==> src/rtl/pf_lanectrl_pause_sync_mc.sv <==
// Per-lane pause conditioner: synchronise async pause requests, stretch each pause to a
// minimum width and enforce a guard gap. Latency SYNC_STAGES+1 CLK edges (+1/2 cycle with
// PF_LANECTRL_PAUSE_FALL_EDGE_EN defined). No backpressure; requests are level-sampled.
module pf_lanectrl_pause_sync_mc #(
  parameter int NUM_LANES        = 4,
  parameter int SYNC_STAGES      = 2,
  parameter int MIN_PAUSE_CYCLES = 3,
  parameter int GUARD_CYCLES     = 2
) (
  input  logic                 CLK,
  input  logic                 RESET,
  input  logic [NUM_LANES-1:0] HS_IO_CLK_PAUSE,
  input  logic [NUM_LANES-1:0] LANE_EN,
  output logic [NUM_LANES-1:0] HS_IO_CLK_PAUSE_SYNC,
  output logic [NUM_LANES-1:0] PAUSE_BUSY,
  output logic                 PAUSE_ANY
);

  if (NUM_LANES < 1 || NUM_LANES > 16) begin : g_bad_num_lanes
    $error("NUM_LANES must be in 1..16");
  end
  if (SYNC_STAGES < 1 || SYNC_STAGES > 4) begin : g_bad_sync_stages
    $error("SYNC_STAGES must be in 1..4");
  end
  if (MIN_PAUSE_CYCLES < 1 || MIN_PAUSE_CYCLES > 15) begin : g_bad_min_pause
    $error("MIN_PAUSE_CYCLES must be in 1..15");
  end
  if (GUARD_CYCLES < 0 || GUARD_CYCLES > 15) begin : g_bad_guard
    $error("GUARD_CYCLES must be in 0..15");
  end

  typedef enum logic [1:0] {
    ST_IDLE  = 2'd0,
    ST_PAUSE = 2'd1,
    ST_GUARD = 2'd2
  } state_t;

  localparam logic [3:0] MIN_LOAD   = 4'(MIN_PAUSE_CYCLES - 1);
  localparam logic [3:0] GUARD_LOAD = (GUARD_CYCLES > 0) ? 4'(GUARD_CYCLES - 1) : 4'd0;
  localparam bit         HAS_GUARD  = (GUARD_CYCLES > 0);

  // Rising-edge PAUSE decode of every lane, before optional retiming.
  logic [NUM_LANES-1:0] pause_st;

  for (genvar i = 0; i < NUM_LANES; i++) begin : g_lane
    logic [SYNC_STAGES-1:0] sync_q;
    logic                   s;
    state_t                 state_q, state_nx;
    logic [3:0]             cnt_q, cnt_nx;
    logic                   pend_q, pend_nx;
    logic                   pause_l, busy_l;

    // Synchroniser chain; deliberately ignores LANE_EN so a re-enabled lane sees live requests.
    always_ff @(posedge CLK) begin
      if (RESET) begin
        sync_q <= '0;
      end else begin
        sync_q[0] <= HS_IO_CLK_PAUSE[i];
        for (int k = 1; k < SYNC_STAGES; k++) begin
          sync_q[k] <= sync_q[k-1];
        end
      end
    end

    assign s = sync_q[SYNC_STAGES-1];

    // State, counter and pending-request registers.
    always_ff @(posedge CLK) begin
      if (RESET) begin
        state_q <= ST_IDLE;
        cnt_q   <= 4'd0;
        pend_q  <= 1'b0;
      end else begin
        state_q <= state_nx;
        cnt_q   <= cnt_nx;
        pend_q  <= pend_nx;
      end
    end

    // Next-state: min-width stretch in PAUSE, gap plus request capture in GUARD.
    always_comb begin
      state_nx = state_q;
      cnt_nx   = cnt_q;
      pend_nx  = pend_q;
      if (!LANE_EN[i]) begin
        state_nx = ST_IDLE;
        cnt_nx   = 4'd0;
        pend_nx  = 1'b0;
      end else begin
        case (state_q)
          ST_IDLE: begin
            if (s) begin
              state_nx = ST_PAUSE;
              cnt_nx   = MIN_LOAD;
            end
          end
          ST_PAUSE: begin
            if (cnt_q != 4'd0) begin
              cnt_nx = cnt_q - 4'd1;
            end else if (!s) begin
              if (HAS_GUARD) begin
                state_nx = ST_GUARD;
                cnt_nx   = GUARD_LOAD;
              end else begin
                state_nx = ST_IDLE;
              end
            end
          end
          ST_GUARD: begin
            if (cnt_q != 4'd0) begin
              cnt_nx = cnt_q - 4'd1;
              if (s) pend_nx = 1'b1;
            end else begin
              // A request seen anywhere in the gap re-launches immediately after it.
              state_nx = (pend_q || s) ? ST_PAUSE : ST_IDLE;
              cnt_nx   = (pend_q || s) ? MIN_LOAD : 4'd0;
              pend_nx  = 1'b0;
            end
          end
          default: begin
            state_nx = ST_IDLE;
            cnt_nx   = 4'd0;
            pend_nx  = 1'b0;
          end
        endcase
      end
    end

    // Outputs decoded from the state register only, never from inputs.
    always_comb begin
      pause_l = (state_q == ST_PAUSE);
      busy_l  = (state_q != ST_IDLE);
    end

    assign pause_st[i]   = pause_l;
    assign PAUSE_BUSY[i] = busy_l;
  end

`ifdef PF_LANECTRL_PAUSE_FALL_EDGE_EN
  logic [NUM_LANES-1:0] pause_fe_q;

  // Half-cycle retime of the pause outputs onto the falling edge.
  always_ff @(negedge CLK) begin
    if (RESET) begin
      pause_fe_q <= '0;
    end else begin
      pause_fe_q <= pause_st;
    end
  end

  assign HS_IO_CLK_PAUSE_SYNC = pause_fe_q;
`else
  assign HS_IO_CLK_PAUSE_SYNC = pause_st;
`endif

  assign PAUSE_ANY = |HS_IO_CLK_PAUSE_SYNC;

endmodule

==> config.mk <==
export PLATFORM = sky130hd
export DESIGN_NAME = pf_lanectrl_pause_sync_mc
export DESIGN_NICKNAME = d
export VERILOG_FILES = /design/src/rtl/pf_lanectrl_pause_sync_mc.sv
export SDC_FILE = /design/constraint.sdc
export NUM_CORES = 1
export LEC_CHECK = 0
export ABC_AREA = 1
export CORE_MARGIN = 2
export CORE_UTILIZATION = 40
export DETAILED_ROUTE_END_ITERATION = 10
export MAX_ROUTING_LAYER = met4
export PLACE_DENSITY = 0.63
export SKIP_CTS_REPAIR_TIMING = 1
export SLEW_MARGIN = 20
export SYNTH_ARGS = -nofsm -noshare
export SYNTH_HDL_FRONTEND = slang
export SYNTH_SLANG_ARGS = --single-unit
==> constraint.sdc <==
create_clock -name CLK -period 4.1 [get_ports CLK]
set_input_delay 0.615 -clock CLK [delete_from_list [all_inputs] [get_ports CLK]]
set_output_delay 0.615 -clock CLK [all_outputs]
set_load 0.02 [all_outputs]
==> impl_metrics.json, run 1 <==
{
  "status": "finished, final reports clean",
  "synth_top_area_share_pct": 36.3,
  "critPathLaunchType": "register",
  "stdcell_count": 385,
  "path_cells": "inv_1, nor2_2, inv_1, nand4_1, clkdlybuf4s50_1",
  "clock-sinks": 36,
  "hold_class": "reg -> reg",
  "peakVddDrop_mv": 0.188,
  "finalWirelength_um": 3680,
  "tightest_slew_ns": 0.314,
  "rsz0062_at_grt": "no",
  "synth.most_common_cell": "nand2_1",
  "drive_gt1_share_pct": 9.12,
  "hold_viol_final": 0,
  "cp_data_arrival_time_ns": 1.67,
  "p_total_uw": 767,
  "h-tree-depth": 2,
  "syn_inst": 301,
  "vias": 1763,
  "yosys.area_share.simple_pct": 32.1,
  "path_buf_inv": 3,
  "max_stage_delay_ns": 0.61,
  "areaGrowthSynthToFinish_pct": 15.4,
  "insertion_delay_ns": 0.28,
  "synth_top_family_by_area": "simple AND/OR/NAND/NOR gates",
  "leakagePower_nw": 1.04,
  "ys_types": 25,
  "first_global_vias": 1621,
  "grt_max_degree": 12,
  "yosysWarnings": 0,
  "slew_headroom_pct": 78.8,
  "synth_top_flop_cell": "dfxtp_1",
  "drt-wirelength-per-cell_um": 9.55,
  "rows": 25,
  "syn_avg_cell_area_um2": 6.60,
  "grt_use_met3_pct": 3.52,
  "dr.pass1.iters": 4,
  "period_needed_ns": 2.29,
  "grt.busiest_layer": "met2",
  "synthTopCellsByArea": "dfxtp_1, nand2_1, inv_1",
  "start_util_pct": 41.8,
  "path_class": "reg -> out",
  "finalSetupViolations": 0,
  "power.density_nw_per_um2": 334,
  "grtUsageMet1_pct": 20.5,
  "async_flop_share_pct": 0,
  "crit_family": "buffers and inverters",
  "cts_root_buf": "clkbuf_8",
  "core-area_um2": 4750,
  "finalClockSkew_ns": 0.00458,
  "clk_pin_slew_worst_paths_ns": 0.07,
  "dp_cells": 377,
  "post-place-ws_ns": 2.08,
  "io_pins": 19,
  "synth_area_um2": 1990,
  "synth-seq-cells": 36,
  "vias_per_cell": 4.58,
  "synth_compound_area_share_pct": 12.2,
  "seq_area_frac_synth_pct": 36.3,
  "grtUsageMet2_pct": 23.8,
  "synth_edf_count": 0,
  "grt_antenna_before_repair": 0,
  "place_congestion": 0.887,
  "hold-worst-slack_ns": 0.395,
  "drc": 0,
  "diodes": 0,
  "numCtsBuffers": 5,
  "tns_ns": 0,
  "cp_max_fo": 4,
  "max_freq_mhz": 437,
  "critPathCaptureType": "primary output",
  "setup_ws_ns": 1.81,
  "synth_fa_ha_area_share_pct": 5.04,
  "die_h_um": 74.5,
  "ant_nets": 0,
  "yosysTopAreaCell": "dfxtp_1",
  "drt_iter0_markers": 105,
  "grt.total_usage_pct": 15.7,
  "synth_nets": 319,
  "layout.nets": 335,
  "io_buffers": 18,
  "grt_pass1_wl_um": 6640,
  "cp_common_cell": "inv_1",
  "drv_cap": 0,
  "clk_path_buf_depth": 2,
  "synth-xor-area-share_pct": 0.441,
  "finalCritPeriodShare_pct": 55.8,
  "slew_viol_final": 0,
  "dieArea_um2": 5550,
  "synthTopCellsByCount": "nand2_1, inv_1, dfxtp_1",
  "die_w_um": 74.5,
  "synth_mux_area_share_pct": 0,
  "worstPathRequired_ns": 3.48,
  "overflow": 0,
  "crit_slowest_cell": "clkdlybuf4s50_1",
  "dp_hpwl_um": 2870,
  "cts_tree": "done"
}
-- where the power goes --
part | leakage [nW] | switching, mW | internal [mW]
registers | 0.293 | 0.00683 | 0.359
logic | 0.691 | 0.0595 | 0.0380
clock network | 0.0552 | 0.122 | 0.180
total | 1.04 | 0.189 | 0.578
-- routing by layer --
| layer | routed length (um) | vias to the layer above |
|---|---|---|
| met2 | 1570 | 32 |
| met3 | 135 | 2 |
| li1 | - | 963 |
| met1 | 1940 | 766 |
| met4 | 25 | 0 |
| met5 | 0 | - |
-- cell usage in the layout, fill, tap and decap left out --
cell type,count
nand2_1,72
inv_1,50
dfxtp_1,36
nor2_1,31
o21ai_0,21
nand3_1,19
clkdlybuf4s50_1,18
a21oi_1,16
ha_1,8
inv_2,7
nor2_2,7
nor3_1,6
clkbuf_8,5
nand2_2,4
a211oi_1,3
nor2_4,2
nand4_1,2
a21oi_4,1
a31oi_1,1
nor3b_1,1
o21ai_1,1
or2_2,1
o22ai_1,1
xor2_1,1
nand3b_1,1
bufinv_16,1
clkbuf_1,1
clkinv_2,1
-- state kept, by name, indices dropped and copies added (netlist names) --
| name | count |
|---|---|
| g_lane.state_q | 8 |
| g_lane.sync_q | 8 |
| g_lane.cnt_q | 16 |
| g_lane.pend_q | 4 |
-- worst min-delay path: stages (launching register included) --
cell,delay [ns]
dfxtp_1,0.30
inv_1,0.04
nor2_1,0.03
-- final cells by class --
| cell class | instances | area (um2) |
|---|---|---|
| fill | 491 | 2460 |
| multi-input combinational | 199 | 987 |
| sequential | 36 | 721 |
| inverter | 57 | 214 |
| timing repair buffer | 18 | 180 |
| tap | 67 | 83.8 |
| clock buffer | 6 | 72.6 |
| clock inverter | 2 | 35.0 |
-- stage by stage --
step / util (%) / cell area (um2)
after floorplan: - / 1990
after global placement: 46.0 / 2190
after detailed placement: 46.0 / 2190
after CTS: 48.2 / 2290
after global routing: 48.2 / 2290
final: 48.2 / 2290
-- cell families (layout without fill, tap and decap cells) --
logic type / after synthesis / in the layout
flops: 36 / 36
buf+inv: 66 / 83
simple gates: 146 / 146
xor+xnor: 1 / 1
fa+ha+maj: 8 / 8
compound gates: 44 / 44
-- final timing paths --
kind	start	end	slack, ns	cells after the start
worst max-delay path	g_lane[3].state_q[0]	PAUSE_ANY	1.81	5
worst min-delay path	g_lane[1].sync_q[0]	g_lane[1].sync_q[1]	0.40	2
worst max register to register	g_lane[0].cnt_q[0]	g_lane[0].cnt_q[2]	2.58	8
worst min register to register	g_lane[1].sync_q[0]	g_lane[1].sync_q[1]	0.40	2
No activity file was read; power rests on OpenSTA's default activity.
==> run 2, diff against run 1 <==
clock period = 2.2 ns   (was 4.1 ns; I/O delays follow)
==> impl_metrics.json, run 2 (synthesized netlist as in run 1, its figures left out) <==
{
  "dieArea_um2": 5550,
  "setup_ws_ns": 0.222,
  "dr.pass1.iters": 4,
  "dp_cells": 378,
  "clk_pin_slew_worst_paths_ns": 0.07,
  "rows": 25,
  "largest_register": "g_lane.cnt_q",
  "worstPathRequired_ns": 1.87,
  "diodes": 0,
  "finalWirelength_um": 3710,
  "final_cell_mix": "nand2_1, inv_1, dfxtp_1",
  "grt_max_degree": 11,
  "tightest_slew_ns": 0.297,
  "critPathLaunchType": "register",
  "leakagePower_nw": 1.03,
  "rrSetupSlack_ns": 0.68,
  "first_global_vias": 1548,
  "start_util_pct": 41.8,
  "peakVddDrop_mv": 0.352,
  "tns_ns": 0,
  "io_pins": 19,
  "mostFrequentLayoutCell": "nand2_1",
  "overflow": 0,
  "drive_gt1_share_pct": 9.09,
  "cp_max_fo": 4,
  "place_congestion": 0.908,
  "cts_root_buf": "clkbuf_8",
  "biggestRegsByFlops": "g_lane.cnt_q: 16 flops, g_lane.state_q: 8 flops, g_lane.sync_q: 8 flops",
  "vias_per_cell": 4.55,
  "post-place-ws_ns": 0.536,
  "path_class": "reg -> out",
  "drt-wirelength-per-cell_um": 9.62,
  "cts_tree": "done",
  "dp_hpwl_um": 2920,
  "grt_pass1_wl_um": 6410,
  "io_buffers": 18,
  "drt_iter0_markers": 81,
  "numCtsBuffers": 5,
  "areaGrowthSynthToFinish_pct": 14.9,
  "largest_reg_flops": 16,
  "finalCritPeriodShare_pct": 89.9,
  "rsz0062_at_grt": "no",
  "status": "finished, final reports clean",
  "insertion_delay_ns": 0.28,
  "clk_path_buf_depth": 2,
  "drv_cap": 0,
  "power.density_nw_per_um2": 586,
  "finalClockSkew_ns": 0.00546,
  "ant_nets": 0,
  "post-route-util_pct": 48.0,
  "hold_class": "reg -> reg",
  "layout.nets": 336,
  "core-area_um2": 4750,
  "clock-sinks": 36,
  "h-tree-depth": 2,
  "critPathCaptureType": "primary output",
  "max_freq_mhz": 506,
  "grt_antenna_before_repair": 0,
  "hold_viol_final": 0,
  "grt.total_usage_pct": 15.5,
  "drc": 0,
  "die_w_um": 74.5,
  "finalSetupViolations": 0,
  "period_needed_ns": 1.98,
  "vias": 1756,
  "stdcell_count": 386,
  "slew_headroom_pct": 80.0,
  "slew_viol_final": 0,
  "cp_data_arrival_time_ns": 1.65,
  "die_h_um": 74.5
}
## run 2: changes by cell type in the layout (fill, tap and decap cells not counted)
cell       previous run  this run
clkbuf_8              5         6
buf_4                 0         1
bufinv_16             1         0
clkbuf_1              1         2
clkinv_2              1         0
## run 2: path summary, 6_finish.rpt
check | from | endpoint | cells after the start
worst max-delay path | g_lane[3].state_q[0] | PAUSE_ANY | 5
worst min-delay path | g_lane[3].sync_q[0] | g_lane[3].sync_q[1] | 2
worst max register to register | g_lane[0].cnt_q[0] | g_lane[0].cnt_q[2] | 8
worst min register to register | g_lane[3].sync_q[0] | g_lane[3].sync_q[1] | 2
## run 2: area by class of cell
| type | instances | area [um2] |
|---|---|---|
| repair buffers | 19 | 188 |
| well taps | 67 | 83.8 |
| inverters | 57 | 214 |
| clock buffers | 8 | 90.1 |
| flip-flops and latches | 36 | 721 |
| fillers | 499 | 2470 |
| multi-input cells | 199 | 987 |
## run 2: report_power, final
part           switching (mW)  internal (mW)  leakage (nW)
logic                   0.109         0.0720         0.696
registers              0.0127          0.670         0.293
clock network           0.218          0.255        0.0455
## run 2: stage by stage
| stage | area (um2) | power [mW] | hold WS (ns) |
|---|---|---|---|
| global route | 2280 | 1.41 | 0.435 |
| global placement | 2190 | 0.878 | 0.390 |
| detailed placement | 2190 | 0.880 | 0.395 |
| CTS | 2280 | 1.36 | 0.405 |
| finish | 2280 | 1.34 | 0.404 |
| floorplan | 1990 | 0.828 | 0.388 |
## run 2: layer usage
metal / global-route usage (%) / vias up / part of all wire (%) / routed length [um]
met1: 19.0 / 764 / 50 / 1850
met2: 23.6 / 31 / 45 / 1670
met4: 5.95 / 0 / 0.67 / 25
li1: - / 959 / - / -
met3: 5.01 / 2 / 4.5 / 166
met5: - / - / 0 / 0
## run 2: critical path, cell delays in order, from the launching register on
cell and delay, ns:
dfxtp_1 0.36, inv_1 0.08, nor2_2 0.13, inv_1 0.08, nand4_1 0.09, clkdlybuf4s50_1 0.61
==> patch 1: new RTL, settings of run 1 <==
`NUM_LANES`: 4 -> 6.
--- a/src/rtl/pf_lanectrl_pause_sync_mc.sv
+++ b/src/rtl/pf_lanectrl_pause_sync_mc.sv
@@ -2,7 +2,7 @@
 // minimum width and enforce a guard gap. Latency SYNC_STAGES+1 CLK edges (+1/2 cycle with
 // PF_LANECTRL_PAUSE_FALL_EDGE_EN defined). No backpressure; requests are level-sampled.
 module pf_lanectrl_pause_sync_mc #(
-  parameter int NUM_LANES        = 4,
+  parameter int NUM_LANES        = 6,
   parameter int SYNC_STAGES      = 2,
   parameter int MIN_PAUSE_CYCLES = 3,
   parameter int GUARD_CYCLES     = 2
Ports: changed (resized HS_IO_CLK_PAUSE, HS_IO_CLK_PAUSE_SYNC, LANE_EN and PAUSE_BUSY); port bits go from 19 to 27. The function was not compared with the original's and may differ.
==> patch 1 against run 1 <==
- routed wire length up 59%
- sequential cell count is 18 higher
- die area grew 48%
- core utilization fell by 1.8 points
- via count grew 52%
- area after synthesis rose by 51%
- design area is 47% higher
- power increased by 28%
- final cell count is 46% higher
- worst setup slack got worse by 0.16 ns
- non-clock buffer count grew 8
- largest cell class unchanged
==> patch 1: results (changes against run 1) <==
| Metric | Value |
|---|---|
| Via total after detailed routing | 2679 (+52%) |
| DR iter-0 viols | 91 (-13%) |
| Worst-path clk slew | 0.09 ns (+0.02 ns) |
| Critical Path Source | g_lane[5].state_q[1]$_SDFFE_PP0P_ |
| Synth cell count leaders | nand2_1, inv_1, dfxtp_1 |
| Cell depth of the worst flop-to-flop path | 9 (+1) |
| Number of port buffers | 26 (+8) |
| Largest net degree at the start of global routing | 16 (+4) |
| Final Skew | 0.00666 ns (+0.00208 ns) |
| Layout cells sized above 1 | 10.8% (+1.6 points) |
| Final worst slack | 1.65 ns (-0.161 ns) |
| Critical Path Fanout Max | 5 (+1) |
| Global-route wire length before repair | 10600 um (+59%) |
| Status | completed |
| Seq/Total Area, Yosys | 36.1% (-0.21 points) |
| Ys async rst share | 0% (unchanged) |
| Register-to-register setup slack | 2.64 ns (+0.06 ns) |
| VDD IR max | 0.112 mV (-40%) |
| Root buffer cell | clkbuf_8 |
| GRT Resource Usage Total | 15.6% (-0.082 points) |
| Pleak | 1.47 nW (+42%) |
| Arr. time, crit path | 1.83 ns (+0.16 ns) |
| Top Registers | g_lane.cnt_q x24, g_lane.state_q x12, g_lane.sync_q x12 |
| Wire length per cell | 10.4 um (+8.7%) |
| Top cells by area, synth | dfxtp_1, nand2_1, inv_1 |
| DRT Pass-1 Iters | 4 (unchanged) |
| Reg2Reg Capture Point | g_lane[3].state_q[0]$_SDFFE_PP0P_ |
| Synthesized area per cell | 6.74 sq um (+2.1%) |
| Gpl congestion | 0.870 (-2.0%) |
| GR Overflow Total | 0 (unchanged) |
| Clock Latency Late Sink | 0.29 ns |
| Min-Delay Path Depth | 2 (unchanged) |
| Worst Tran Pin Value | 0.424 ns (+0.110 ns) |
| Syn Nets | 471 (+48%) |
| Routed WL | 5850 um (+59%) |
| Post-DP HPWL | 4600 um (+60%) |
| Netlist cell types | 32 (+28%) |
| Most used DFF post-synth | dfxtp_1 |
| Vias in the first global route | 2563 (+58%) |
| Reg2reg start | g_lane[3].cnt_q[0]$_SDFFE_PP0P_ |
| Placed cell count | 557 (+48%) |
| Largest stage delay, worst path | 0.57 ns (-0.04 ns) |
| Dpl cell area | 0.00329 sq mm (+50%) |
| CP max-delay cell | clkdlybuf4s50_1 |
| Worst slack, placed | 1.86 ns (-0.226 ns) |
| Fin nets | 491 (+47%) |
| Fillers | 785 (+60%) |
| Initial antenna violation count | 0 (unchanged) |
| Ys Warns | 0 (unchanged) |
## patch 1: how the worst min path moves through the flow
stage,slack [ns],end,startpoint
after global routing,0.43,g_lane[3].sync_q[1]$_SDFF_PP0_,g_lane[3].sync_q[0]$_SDFF_PP0_
after global placement,0.39,g_lane[1].sync_q[1]$_SDFF_PP0_,g_lane[1].sync_q[0]$_SDFF_PP0_
after floorplan,0.39,g_lane[0].sync_q[1]$_SDFF_PP0_,g_lane[0].sync_q[0]$_SDFF_PP0_
after detailed placement,0.40,g_lane[4].sync_q[1]$_SDFF_PP0_,g_lane[4].sync_q[0]$_SDFF_PP0_
after CTS,0.41,g_lane[4].sync_q[1]$_SDFF_PP0_,g_lane[4].sync_q[0]$_SDFF_PP0_
final,0.41,g_lane[5].sync_q[1]$_SDFF_PP0_,g_lane[5].sync_q[0]$_SDFF_PP0_
## patch 1: kinds of logic (layout without fill, tap and decap cells)
| logic type | after synthesis | after routing | share of synthesized area, % |
|---|---|---|---|
| simple gates | 220 | 220 | 33.4 |
| buf+inv | 96 | 116 | 13.6 |
| compound gates | 62 | 62 | 11.6 |
| flops | 54 | 54 | 36.1 |
| fa+ha+maj | 12 | 12 | 5.01 |
| xor+xnor | 1 | 1 | 0.292 |
## patch 1: cell type report
type,count,area [sq um],area share [%]
multi-input combinational,295,1510,44.9
timing repair buffer,26,260,7.73
clock inverter,2,10.0,0.297
tap,99,124,3.68
inverter,83,313,9.29
sequential,54,1080,32.1
clock buffer,5,68.8,2.04
## patch 1: report_power, final
group          total [mW]  switching, mW  internal, mW  leakage [nW]
Sequential          0.550         0.0111         0.539         0.439
Combinational       0.149         0.0908        0.0586         0.989
Clock               0.283          0.168         0.115        0.0438
## patch 1: metal layers
layer	global-route usage, %	wire (um)	vias up
li1	-	-	1432
met1	19.1	2870	1197
met2	25.9	2660	44
met3	2.84	223	6
met4	5.64	102	0
met5	-	0	-
## patch 1: critical path, delay by kind of cell, from the launching register on
kind	cells	cell delay, ns
simple gates	3	0.41
buf+inv	3	0.77
flops	1	0.37
==> patch 2: new RTL, flow settings as in run 1 <==
Made on the original files. Register the input `LANE_EN` before use, cleared by the reset. The logic sees it one clock later.
--- a/src/rtl/pf_lanectrl_pause_sync_mc.sv
+++ b/src/rtl/pf_lanectrl_pause_sync_mc.sv
@@ -15,6 +15,16 @@
   output logic [NUM_LANES-1:0] PAUSE_BUSY,
   output logic                 PAUSE_ANY
 );
+
+  logic [NUM_LANES-1:0] LANE_EN_q;
+
+  always_ff @(posedge CLK) begin
+    if (RESET) begin
+      LANE_EN_q <= '0;
+    end else begin
+      LANE_EN_q <= LANE_EN;
+    end
+  end
 
   if (NUM_LANES < 1 || NUM_LANES > 16) begin : g_bad_num_lanes
     $error("NUM_LANES must be in 1..16");
@@ -82,7 +92,7 @@
       state_nx = state_q;
       cnt_nx   = cnt_q;
       pend_nx  = pend_q;
-      if (!LANE_EN[i]) begin
+      if (!LANE_EN_q[i]) begin
         state_nx = ST_IDLE;
         cnt_nx   = 4'd0;
         pend_nx  = 1'b0;
Function: changed (a bounded check fails within 4 cycles, from zero or initial values and one cycle with RESET high).
==> patch 2 against run 1 <==
- worst setup slack better by 0.0058 ns
- area after synthesis is 4.0% higher
- power is 4.4% lower
- design area is 2.9% higher
- die area is 3.8% higher
- fmax is 0.26% higher
- core utilization is 1.4 points lower
- routed wire length is 0.79% lower
- critical path depth stayed put
- combinational power is 37% lower
- sequential cell count is 4 higher
- critical path type unchanged
- critical endpoint unchanged
- largest cell class unchanged
- highest routed layer unchanged
==> patch 2: results (changes against run 1) <==
| Metric | Value |
|---|---|
| Fillers | 528 (+7.5%) |
| Metal2 WL | 1610 um (+2.5%) |
| Synth Area in Compound Gates | 13.7% (+1.5 points) |
| Final Skew | 0.00683 ns (+0.00225 ns) |
| Seq/Total Area, Yosys | 38.8% (+2.5 points) |
| Netlist cell types | 26 (+4.0%) |
| Synth cell count leaders | nand2_1, inv_1, dfxtp_1 |
| GRT Resource Usage Total | 15.3% (-0.39 points) |
| Routed WL | 3650 um (-0.79%) |
| Internal power | 559 uW (-3.2%) |
| Vias in the first global route | 1527 (-5.8%) |
| Comb pwr | 61.3 uW (-37%) |
| P_seq | 401 uW (+9.6%) |
| Layout cells sized above 1 | 9.49% (+0.37 points) |
| Net load switching power | 174 uW (-8.0%) |
| Dpl cell area | 0.00227 sq mm (+3.8%) |
| VDD IR max | 0.135 mV (-28%) |
| Pleak | 1.05 nW (+1.3%) |
| Gpl congestion | 0.801 (-9.6%) |
| Wire length per cell | 9.45 um (-1.0%) |
| Critical Path Fanout Max | 5 (+1) |
| Post-Synth XOR/XNOR Area | 0.424% (-0.017 points) |
| Largest stage delay, worst path | 0.61 ns (about the same) |
| Status | completed |
| Via total after detailed routing | 1725 (-2.2%) |
| Fin nets | 333 (-0.60%) |
| Global-route wire length before repair | 6560 um (-1.3%) |
| Met2 usage | 22.6% (-1.2 points) |
| Synth Area in Adders | 4.85% (-0.19 points) |
| GRT met3 Usage | 3.97% (+0.45 points) |
| Syn Nets | 317 (-0.63%) |
| Worst slack, placed | 2.01 ns (-0.0714 ns) |
| Slew headroom | 73.2% (-5.6 points) |
| Post-Route M1 WL | 1850 um (-4.7%) |
| Placed cell count | 378 (+0.27%) |
| Routed met3 length | 119 um (-12%) |
| Final Max Slew Viols | 0 (unchanged) |
[patch 2: changes by cell type after synthesis, moves of 2 or more]
cell	before	now
inv_2	7	4
dfxtp_1	36	40
nand2_1	72	55
nor3_1	6	8
nor2_1	31	36
a21oi_1	16	21
a21oi_2	0	3
[patch 2: cells by family after synthesis]
logic type               Yosys count
adder cells (fa/ha/maj)            8
buffers and inverters             64
XOR/XNOR                           1
AND/OR/NAND/NOR                  135
flip-flops                        40
AO/OA/AOI/OAI                     51
[patch 2: cell type report]
| class | count | area, sq um | share of cell area [%] |
|---|---|---|---|
| Sequential cell | 40 | 801 | 33.9 |
| Clock buffer | 8 | 90.1 | 3.82 |
| Tap cell | 70 | 87.6 | 3.71 |
| Multi-Input combinational cell | 195 | 995 | 42.2 |
| Inverter | 55 | 206 | 8.75 |
| Timing Repair Buffer | 18 | 180 | 7.64 |
[patch 2: worst register-to-register path: cells and delay by family (launching register included)]
family / cells / cell delay (ns)
AOI/OAI and AO/OA: 1 / 0.15
DFF: 1 / 0.38
buffers and inverters: 2 / 0.14
and+or+nand+nor: 4 / 0.52
adders and majority gates: 1 / 0.19
[patch 2: worst paths after layout]
kind | start | to | slack, ns | cells after the start
max | g_lane[2].state_q[0]$_SDFFE_PP0P_ | PAUSE_ANY | 1.82 | 5
min | g_lane[3].sync_q[0]$_SDFF_PP0_ | g_lane[3].sync_q[1]$_SDFF_PP0_ | 0.40 | 2
max reg2reg | g_lane[2].cnt_q[0]$_SDFFE_PP0P_ | g_lane[2].state_q[0]$_SDFFE_PP0P_ | 2.62 | 8
min reg2reg | g_lane[3].sync_q[0]$_SDFF_PP0_ | g_lane[3].sync_q[1]$_SDFF_PP0_ | 0.40 | 2
